`src/rtl/bram_frame_ctrl.sv`:
```
// Frame controller for a single-port, fixed-latency BRAM: captures one frame
// from an upstream valid/ready stream, then plays it back in address order
// through a small credit-managed output FIFO.
module bram_frame_ctrl #(
    parameter int RAM_WIDTH    = 8,
    parameter int RAM_DEPTH    = 307200,
    parameter int ADDR_WIDTH   = 19,
    parameter int READ_LATENCY = 2,
    parameter int OFIFO_DEPTH  = 4
) (
    input  logic                  iClk,
    input  logic                  iRst,
    input  logic                  iStart,
    input  logic                  iWrValid,
    input  logic [RAM_WIDTH-1:0]  iWrData,
    output logic                  oWrReady,
    output logic                  oRdValid,
    output logic [RAM_WIDTH-1:0]  oRdData,
    input  logic                  iRdReady,
    output logic                  oBramEn,
    output logic                  oBramWe,
    output logic [ADDR_WIDTH-1:0] oBramAddr,
    output logic [RAM_WIDTH-1:0]  oBramDin,
    input  logic [RAM_WIDTH-1:0]  iBramDout,
    output logic                  oBusy,
    output logic                  oFrameDone
);

    localparam int PTR_W = (OFIFO_DEPTH > 1) ? $clog2(OFIFO_DEPTH) : 1;
    localparam int CNT_W = $clog2(OFIFO_DEPTH + 1);
    localparam int INF_W = $clog2(READ_LATENCY + 1);
    localparam int OCC_W = ((CNT_W > INF_W) ? CNT_W : INF_W) + 1;

    localparam logic [ADDR_WIDTH-1:0] LAST_ADDR = ADDR_WIDTH'(RAM_DEPTH - 1);
    localparam logic [OCC_W-1:0]      FIFO_CAP  = OCC_W'(OFIFO_DEPTH);
    localparam logic [CNT_W-1:0]      FIFO_FULL = CNT_W'(OFIFO_DEPTH);
    localparam logic [PTR_W-1:0]      LAST_PTR  = PTR_W'(OFIFO_DEPTH - 1);

    typedef enum logic [2:0] {
        S_IDLE,
        S_WRITE,
        S_READ,
        S_DRAIN,
        S_DONE
    } state_t;

    state_t state, next_state;

    logic [ADDR_WIDTH-1:0]   wr_cnt, rd_cnt;
    logic [READ_LATENCY-1:0] inflight_sr;
    logic [INF_W-1:0]        inflight;

    logic [RAM_WIDTH-1:0]    fifo_mem [OFIFO_DEPTH];
    logic [PTR_W-1:0]        wr_ptr, rd_ptr;
    logic [CNT_W-1:0]        fifo_count;

    logic wr_xfer;
    logic rd_issue;
    logic has_credit;
    logic fifo_push;
    logic fifo_pop;

    // Number of issued reads whose data has not yet come back from the BRAM
    always_comb begin
        inflight = '0;
        for (int unsigned i = 0; i < READ_LATENCY; i++) begin
            inflight = inflight + INF_W'(inflight_sr[i]);
        end
    end

    // Credit exists while FIFO contents plus reads in flight leave a free slot;
    // a pop in the same cycle is deliberately not counted, so a full FIFO can
    // never be overrun by a late return.
    assign has_credit = (OCC_W'(fifo_count) + OCC_W'(inflight)) < FIFO_CAP;
    assign fifo_push  = inflight_sr[READ_LATENCY-1];
    assign oRdValid   = (fifo_count != '0);
    assign oRdData    = fifo_mem[rd_ptr];
    assign fifo_pop   = oRdValid && iRdReady;

    // State register
    always_ff @(posedge iClk or posedge iRst) begin
        if (iRst) begin
            state <= S_IDLE;
        end else begin
            state <= next_state;
        end
    end

    // Next-state decode and BRAM/handshake outputs
    always_comb begin
        next_state = state;
        oWrReady   = 1'b0;
        oBramEn    = 1'b0;
        oBramWe    = 1'b0;
        oBramAddr  = '0;
        oBramDin   = '0;
        oBusy      = 1'b1;
        oFrameDone = 1'b0;
        wr_xfer    = 1'b0;
        rd_issue   = 1'b0;
        case (state)
            S_IDLE: begin
                oBusy = 1'b0;
                if (iStart) begin
                    next_state = S_WRITE;
                end
            end
            S_WRITE: begin
                oWrReady = 1'b1;
                if (iWrValid) begin
                    wr_xfer   = 1'b1;
                    oBramEn   = 1'b1;
                    oBramWe   = 1'b1;
                    oBramAddr = wr_cnt;
                    oBramDin  = iWrData;
                    if (wr_cnt == LAST_ADDR) begin
                        next_state = S_READ;
                    end
                end
            end
            S_READ: begin
                if (has_credit) begin
                    rd_issue  = 1'b1;
                    oBramEn   = 1'b1;
                    oBramAddr = rd_cnt;
                    if (rd_cnt == LAST_ADDR) begin
                        next_state = S_DRAIN;
                    end
                end
            end
            S_DRAIN: begin
                if ((inflight_sr == '0) && (fifo_count == '0)) begin
                    next_state = S_DONE;
                end
            end
            S_DONE: begin
                oFrameDone = 1'b1;
                next_state = S_IDLE;
            end
            default: begin
                oBusy      = 1'b0;
                next_state = S_IDLE;
            end
        endcase
    end

    // Write address counter, cleared when a frame starts
    always_ff @(posedge iClk or posedge iRst) begin
        if (iRst) begin
            wr_cnt <= '0;
        end else if ((state == S_IDLE) && iStart) begin
            wr_cnt <= '0;
        end else if (wr_xfer) begin
            wr_cnt <= wr_cnt + ADDR_WIDTH'(1);
        end
    end

    // Read address counter, cleared on the WRITE to READ hand-over
    always_ff @(posedge iClk or posedge iRst) begin
        if (iRst) begin
            rd_cnt <= '0;
        end else if ((state == S_WRITE) && (next_state == S_READ)) begin
            rd_cnt <= '0;
        end else if (rd_issue) begin
            rd_cnt <= rd_cnt + ADDR_WIDTH'(1);
        end
    end

    // Read-valid shift register mirroring the BRAM pipeline; its top bit marks returning data
    always_ff @(posedge iClk or posedge iRst) begin
        if (iRst) begin
            inflight_sr <= '0;
        end else begin
            inflight_sr <= (inflight_sr << 1) | READ_LATENCY'(rd_issue);
        end
    end

    // Output FIFO storage and pointers; simultaneous push and pop leave the count unchanged
    always_ff @(posedge iClk or posedge iRst) begin
        if (iRst) begin
            wr_ptr     <= '0;
            rd_ptr     <= '0;
            fifo_count <= '0;
            for (int unsigned i = 0; i < OFIFO_DEPTH; i++) begin
                fifo_mem[i] <= '0;
            end
        end else begin
            if (fifo_push) begin
                fifo_mem[wr_ptr] <= iBramDout;
                wr_ptr           <= (wr_ptr == LAST_PTR) ? '0 : wr_ptr + PTR_W'(1);
            end
            if (fifo_pop) begin
                rd_ptr <= (rd_ptr == LAST_PTR) ? '0 : rd_ptr + PTR_W'(1);
            end
            case ({fifo_push, fifo_pop})
                2'b10:   fifo_count <= fifo_count + CNT_W'(1);
                2'b01:   fifo_count <= fifo_count - CNT_W'(1);
                default: fifo_count <= fifo_count;
            endcase
        end
    end

    // The credit scheme must never let a return land in a full FIFO
    a_no_overflow: assert property (@(posedge iClk) disable iff (iRst)
        !(fifo_push && !fifo_pop && (fifo_count == FIFO_FULL)));

    // Write enable is only ever qualified by the BRAM enable
    a_we_needs_en: assert property (@(posedge iClk) disable iff (iRst)
        !(oBramWe && !oBramEn));

endmodule

```
`config.mk`:
```
export PLATFORM = sky130hd
export DESIGN_NAME = bram_frame_ctrl
export DESIGN_NICKNAME = d
export VERILOG_FILES = /design/src/rtl/bram_frame_ctrl.sv
export SDC_FILE = /design/constraint.sdc
export NUM_CORES = 1
export LEC_CHECK = 0
export ABC_CLOCK_PERIOD_IN_PS = 4300
export CAP_MARGIN = 0
export CORE_MARGIN = 2
export CORE_UTILIZATION = 59
export DETAILED_ROUTE_END_ITERATION = 8
export GPL_TIMING_DRIVEN = 0
export PLACE_DENSITY = 0.85
export SLEW_MARGIN = 20
export SYNTH_ARGS = -nofsm -noshare
export SYNTH_HDL_FRONTEND = slang
export SYNTH_SLANG_ARGS = --single-unit
```
`constraint.sdc`:
```
create_clock -name iClk -period 4.3 [get_ports iClk]
set_input_delay 0.43 -clock iClk [delete_from_list [all_inputs] [get_ports iClk]]
set_output_delay 0.43 -clock iClk [all_outputs]
set_load 0.005 [all_outputs]
```
Word-level counts from Yosys, hierarchy flattened:

Cells that the tools add are included.

* output and inout port bits: 41
* register bits after elaboration: 82
* bits of input ports: 21
* word-level logic and storage cells: 83

* multiplexer cells: 33
* bitwise operators: 3
* equal/unequal tests: 11
* add/subtract/negate cells: 8
* reduce and logical (&&, ||, !) cells: 13
* order comparisons: 4

Operators with widths (number)
* 2-to-1 mux 19 bit: 6
* 2-to-1 mux 8 bit: 5
* adder 19 x 1 -> 19 bit (second input constant): 2
* equality test 19 bit (second input constant): 2
* case mux 19 bit (2 select lines): 1
* bitwise mux 32 bit: 1
* 2-to-1 mux 3 bit: 6
* binary-select mux 8 bit (select 2 bit): 1
* demux 8 bit (select 2 bit): 1
* case mux 3 bit (4 select lines): 1
* equality test 3 x 2 -> 1 bit (second input constant): 3
* 2-to-1 mux 1 bit: 7
* equality test 2 bit (second input constant): 3
* greater-or-equal comparator 3 bit (second input constant): 2
* logical NOT 3 bit: 2
* inverter 2 -> 3 bit: 2
* case mux 3 bit (2 select lines): 1
* nonzero test 2 bit: 3
* logical AND 1 bit: 5
* adder 2 x 1 -> 2 bit (second input constant): 2
* adder 3 x 2 -> 4 bit: 1
* less-than comparator 4 x 3 -> 1 bit (second input constant): 1
* 2-to-1 mux 2 bit: 2
* OR reduction 4 bit: 1
* 11 further kinds: 11

Longest topological paths before layout:

* depth in word-level cells: 8
* depth in mapped cells: 9
* gate-level depth less buffers: 9

Least setup slack after synthesis:

OpenSTA, ideal clock, no wires.

* path type: flip-flop to output port
* start: reg fifo_count[0]
* end: out oBramAddr[0]
* data required time: 3870 ps
* arrival: 1685 ps
* setup slack: 2185 ps
* stages on the path, launching flop included: 8
* path buffers: 2
* path through: dfrtp_1 -> ha_1 -> a21oi_1 -> o21ai_2 -> buf_6 -> inv_1 -> buf_2 -> a22o_1

* cells in the longest elaborated chain, start to end: 4

Ends and longest elaborated chain
* start: declaration: line 55 `logic [CNT_W-1:0] fifo_count;`
* start signal: assignment: line 196 `2'b10: fifo_count <= fifo_count + CNT_W'(1);`
* start signal: assignment: line 197 `2'b01: fifo_count <= fifo_count - CNT_W'(1);`
* start signal: assignment: line 198 `default: fifo_count <= fifo_count;`
* adder 3 x 2 -> 4 bit: line 74 `assign has_credit = (OCC_W'(fifo_count) + OCC_W'(inflight)) < FIFO_CAP;`
* less-than comparator 4 x 3 -> 1 bit: line 74
* 2-to-1 mux 19 bit: line 122 `if (has_credit) begin`
* case mux 19 bit (2 select lines): line 101 `case (state)`
* end: declaration: line 22 `output logic [ADDR_WIDTH-1:0] oBramAddr,`

No other way between the ends.

Worst setup path after layout:

* start: reg fifo_count[0]
* end: out oBramAddr[10]

The elaborated chain is that of the path after synthesis.

==> impl_metrics.yaml <==
die:
  io_pins: 62
  initial_core_util_pct: 60.82
  die_area_um2: 8185
  coreArea_um2: 7253
  die_y_um: 90.47
  die_w_um: 90.47
  std_cell_rows: 31
global_route:
  grt_usage_pct: 26.83
  grt_overflow: 0
  grt_pass1_wl_um: 17600
  antenna_found_initial: 0
  met1_usage_pct: 34.76
  use_met2_pct: 44.34
  grt_busiest_layer: "met2"
  grt_max_degree: 51
  grt_pass1_vias: 3648
  use_met3_pct: 5.259
logic_synthesis:
  synth_largest_area_cell: "dfrtp_1"
  ys.flop_type: "dfrtp_1"
  ys_ff_latch: 82
  synthArstFlopShare_pct: 100.0
  netlist_area_um2: 4412
  synth_enable_flop_cells: 0
  synth.area.top_cells: "dfrtp_1 (47%), mux2_2 (8.7%), mux4_2 (4.1%)"
  synth_nets: 432
  syn-instance-count: 401
  yosysSeqAreaShare_pct: 46.51
  synth_warnings: 0
  synth_cell_types: 48
  avgSynthCellArea_um2: 11.00
  yosysTopAreaCellShare_pct: 46.51
power_and_ir_drop:
  vdd_drop_max_v: 0.0003278
  power_leakage_uw: 0.002211
  total_power_uw: 2072
  powerDensity_nw_per_um2: 384.1
sta:
  finalMaxSlewViolations: 0
  worst_slew_pin_slew_ns: 0.7430
  fmax_mhz: 294.6
  setup_tns_ns: 0
  relSlewSlack_pct: 50.47
  finalHoldViolCount: 0
  rsz0062_at_grt: "no"
  post-route-period-util_pct: 78.93
  setup_viol: 0
  fin_crit_ns: 3.394
  clock_skew_ns: 0.01062
clocking:
  cts_resized: 0
  cts_buffer_depth: 2
  cts_num_sinks: 82
  cts_setup_buffers: 0
  cts_tree: "yes"
  clk_pin_slew_ns: 0.09
  clkLatencyLatePin_ns: 0.36
  root_buffer: "clkbuf_8"
  cts_htree_levels: 3
  ctsHoldBuffers: 0
  cts_buffers: 9
critical_path:
  endpoint_kind: "output port"
  critPathMaxFanout: 10
  path_class: "flip-flop to output port"
  critPathArrivalTime_ns: 2.96
  required_ns: 3.87
  start_kind: "flip-flop"
drt:
  detail-route-antenna-nets: 0
  dr.pass1.iters: 5
  first_iter_violations: 231
  vias: 3538
  detail_route.wl_per_cell_um: 17.72
  drt-vias-per-instance: 6.121
  finalWirelength_um: 10240
  drc: 0
layout:
  final_nets: 505
  area_delta_synth_final_pct: 22.26
  final_cell_mix: "dfrtp_1 (82), clkdlybuf4s50_1 (61), mux2_2 (34), nand2_1 (27), a21oi_1 (27)"
  n_antenna_cell: 0
  layout-drive-gt1-share_pct: 16.70
  layout_commonest_cell: "dfrtp_1"
  final_cells: 578
placed_design:
  dp_hpwl_um: 7523
  place.gp.congestion: 0.9125
  dpl.cell_count: 562
  port_buffers: 61
flow_run:
  cap_viol_max_count: 0
run_status:
  outcome: "completed"
min_path:
  hp-class: "flip-flop to flip-flop"
==> report_power, final <==
group / total (µW) / leakage (µW) / switching [µW] / internal, µW
Clock: 619 / 0.000107 / 290 / 329
Sequential: 906 / 0.000944 / 64.2 / 842
Combinational: 547 / 0.00116 / 239 / 307
Total: 2070 / 0.00221 / 593 / 1480
==> flip-flops by register name, summed over array words and instances (netlist names) <==
name,count
rd_cnt,19
fifo_count,3
rd_ptr,2
inflight_sr,2
state,3
wr_ptr,2
wr_cnt,19
fifo_mem,32
==> cells in the mapped netlist (2+ instances only) <==
cell type	number
a21oi_1	27
buf_2	9
or3_1	9
nand4b_1	2
nand2_1	27
buf_6	2
dfrtp_1	82
nand4_1	12
and2_1	16
a22o_1	16
o211ai_1	3
mux4_2	8
ha_1	9
o31ai_1	18
and3_1	4
nor2_1	16
o21ai_0	12
mux2i_1	2
nand3_1	16
inv_2	2
inv_1	12
mux2_2	34
nor3_1	3
clkbuf_1	6
xnor2_1	5
xor2_1	8
and4_1	4
or4_1	17
==> area by class of cell <==
class / count / area, µm²
plain buffers: 18 / 93.84
clock buffers: 10 / 127.6
clock inverters: 6 / 90.09
fillers: 492 / 1859
inverters: 14 / 55.05
multi-input cells: 287 / 2213
flip-flops and latches: 82 / 2052
well taps: 99 / 123.9
repair buffers: 62 / 638.1
==> worst paths after layout <==
path / startpoint / endpoint / slack (ns) / depth (start not counted)
worst min register to register: inflight_sr[0] / inflight_sr[1] / 0.41 / 0
worst max-delay path: fifo_count[0] / oBramAddr[10] / 0.91 / 9
max in group asynchronous: iRst / rd_cnt[5] / 3.27 / 3
min in group asynchronous: iRst / fifo_mem[27] / 0.43 / 2
worst min-delay path: inflight_sr[0] / inflight_sr[1] / 0.41 / 0
worst max register to register: fifo_count[0] / rd_cnt[14] / 2.01 / 7
==> per-layer routing <==
metal | vias to the layer above | part of all wire, %
met5 | - | 0
met4 | 0 | 2.2
met3 | 24 | 6.0
met2 | 138 | 49
met1 | 1726 | 43
li1 | 1650 | -
==> critical path, stage by stage, from the launching register on <==
cell             delay, ns
dfrtp_1               0.43
ha_1                  0.29
a21oi_1               0.39
o21ai_2               0.17
buf_6                 0.18
inv_1                 0.14
buf_2                 0.26
nand2_1               0.11
o21ai_0               0.09
clkdlybuf4s50_1       0.53
==> kinds of logic after synthesis <==
family,count (synthesis),synth area share (%)
flip-flops,82,46.51
multiplexers,44,13.22
AO/OA/AOI/OAI,83,12.65
XOR/XNOR,13,2.581
buffers and inverters,32,3.318
adder cells (fa/ha/maj),10,3.006
AND/OR/NAND/NOR,137,18.72
==> metrics by stage <==
stage               setup slack, ns  area, µm²  util [%]  hold slack (ns)
global placement             0.5246       5146     70.95           0.3822
finish                       0.9061       5394     74.37           0.4116
global route                 0.6737       5394     74.37           0.4409
detailed placement            1.339       5176     71.36           0.3930
floorplan                     1.762       4412         -           0.3742
CTS                          0.9056       5394     74.37           0.4113
Power figures use the tool's default switching activity.
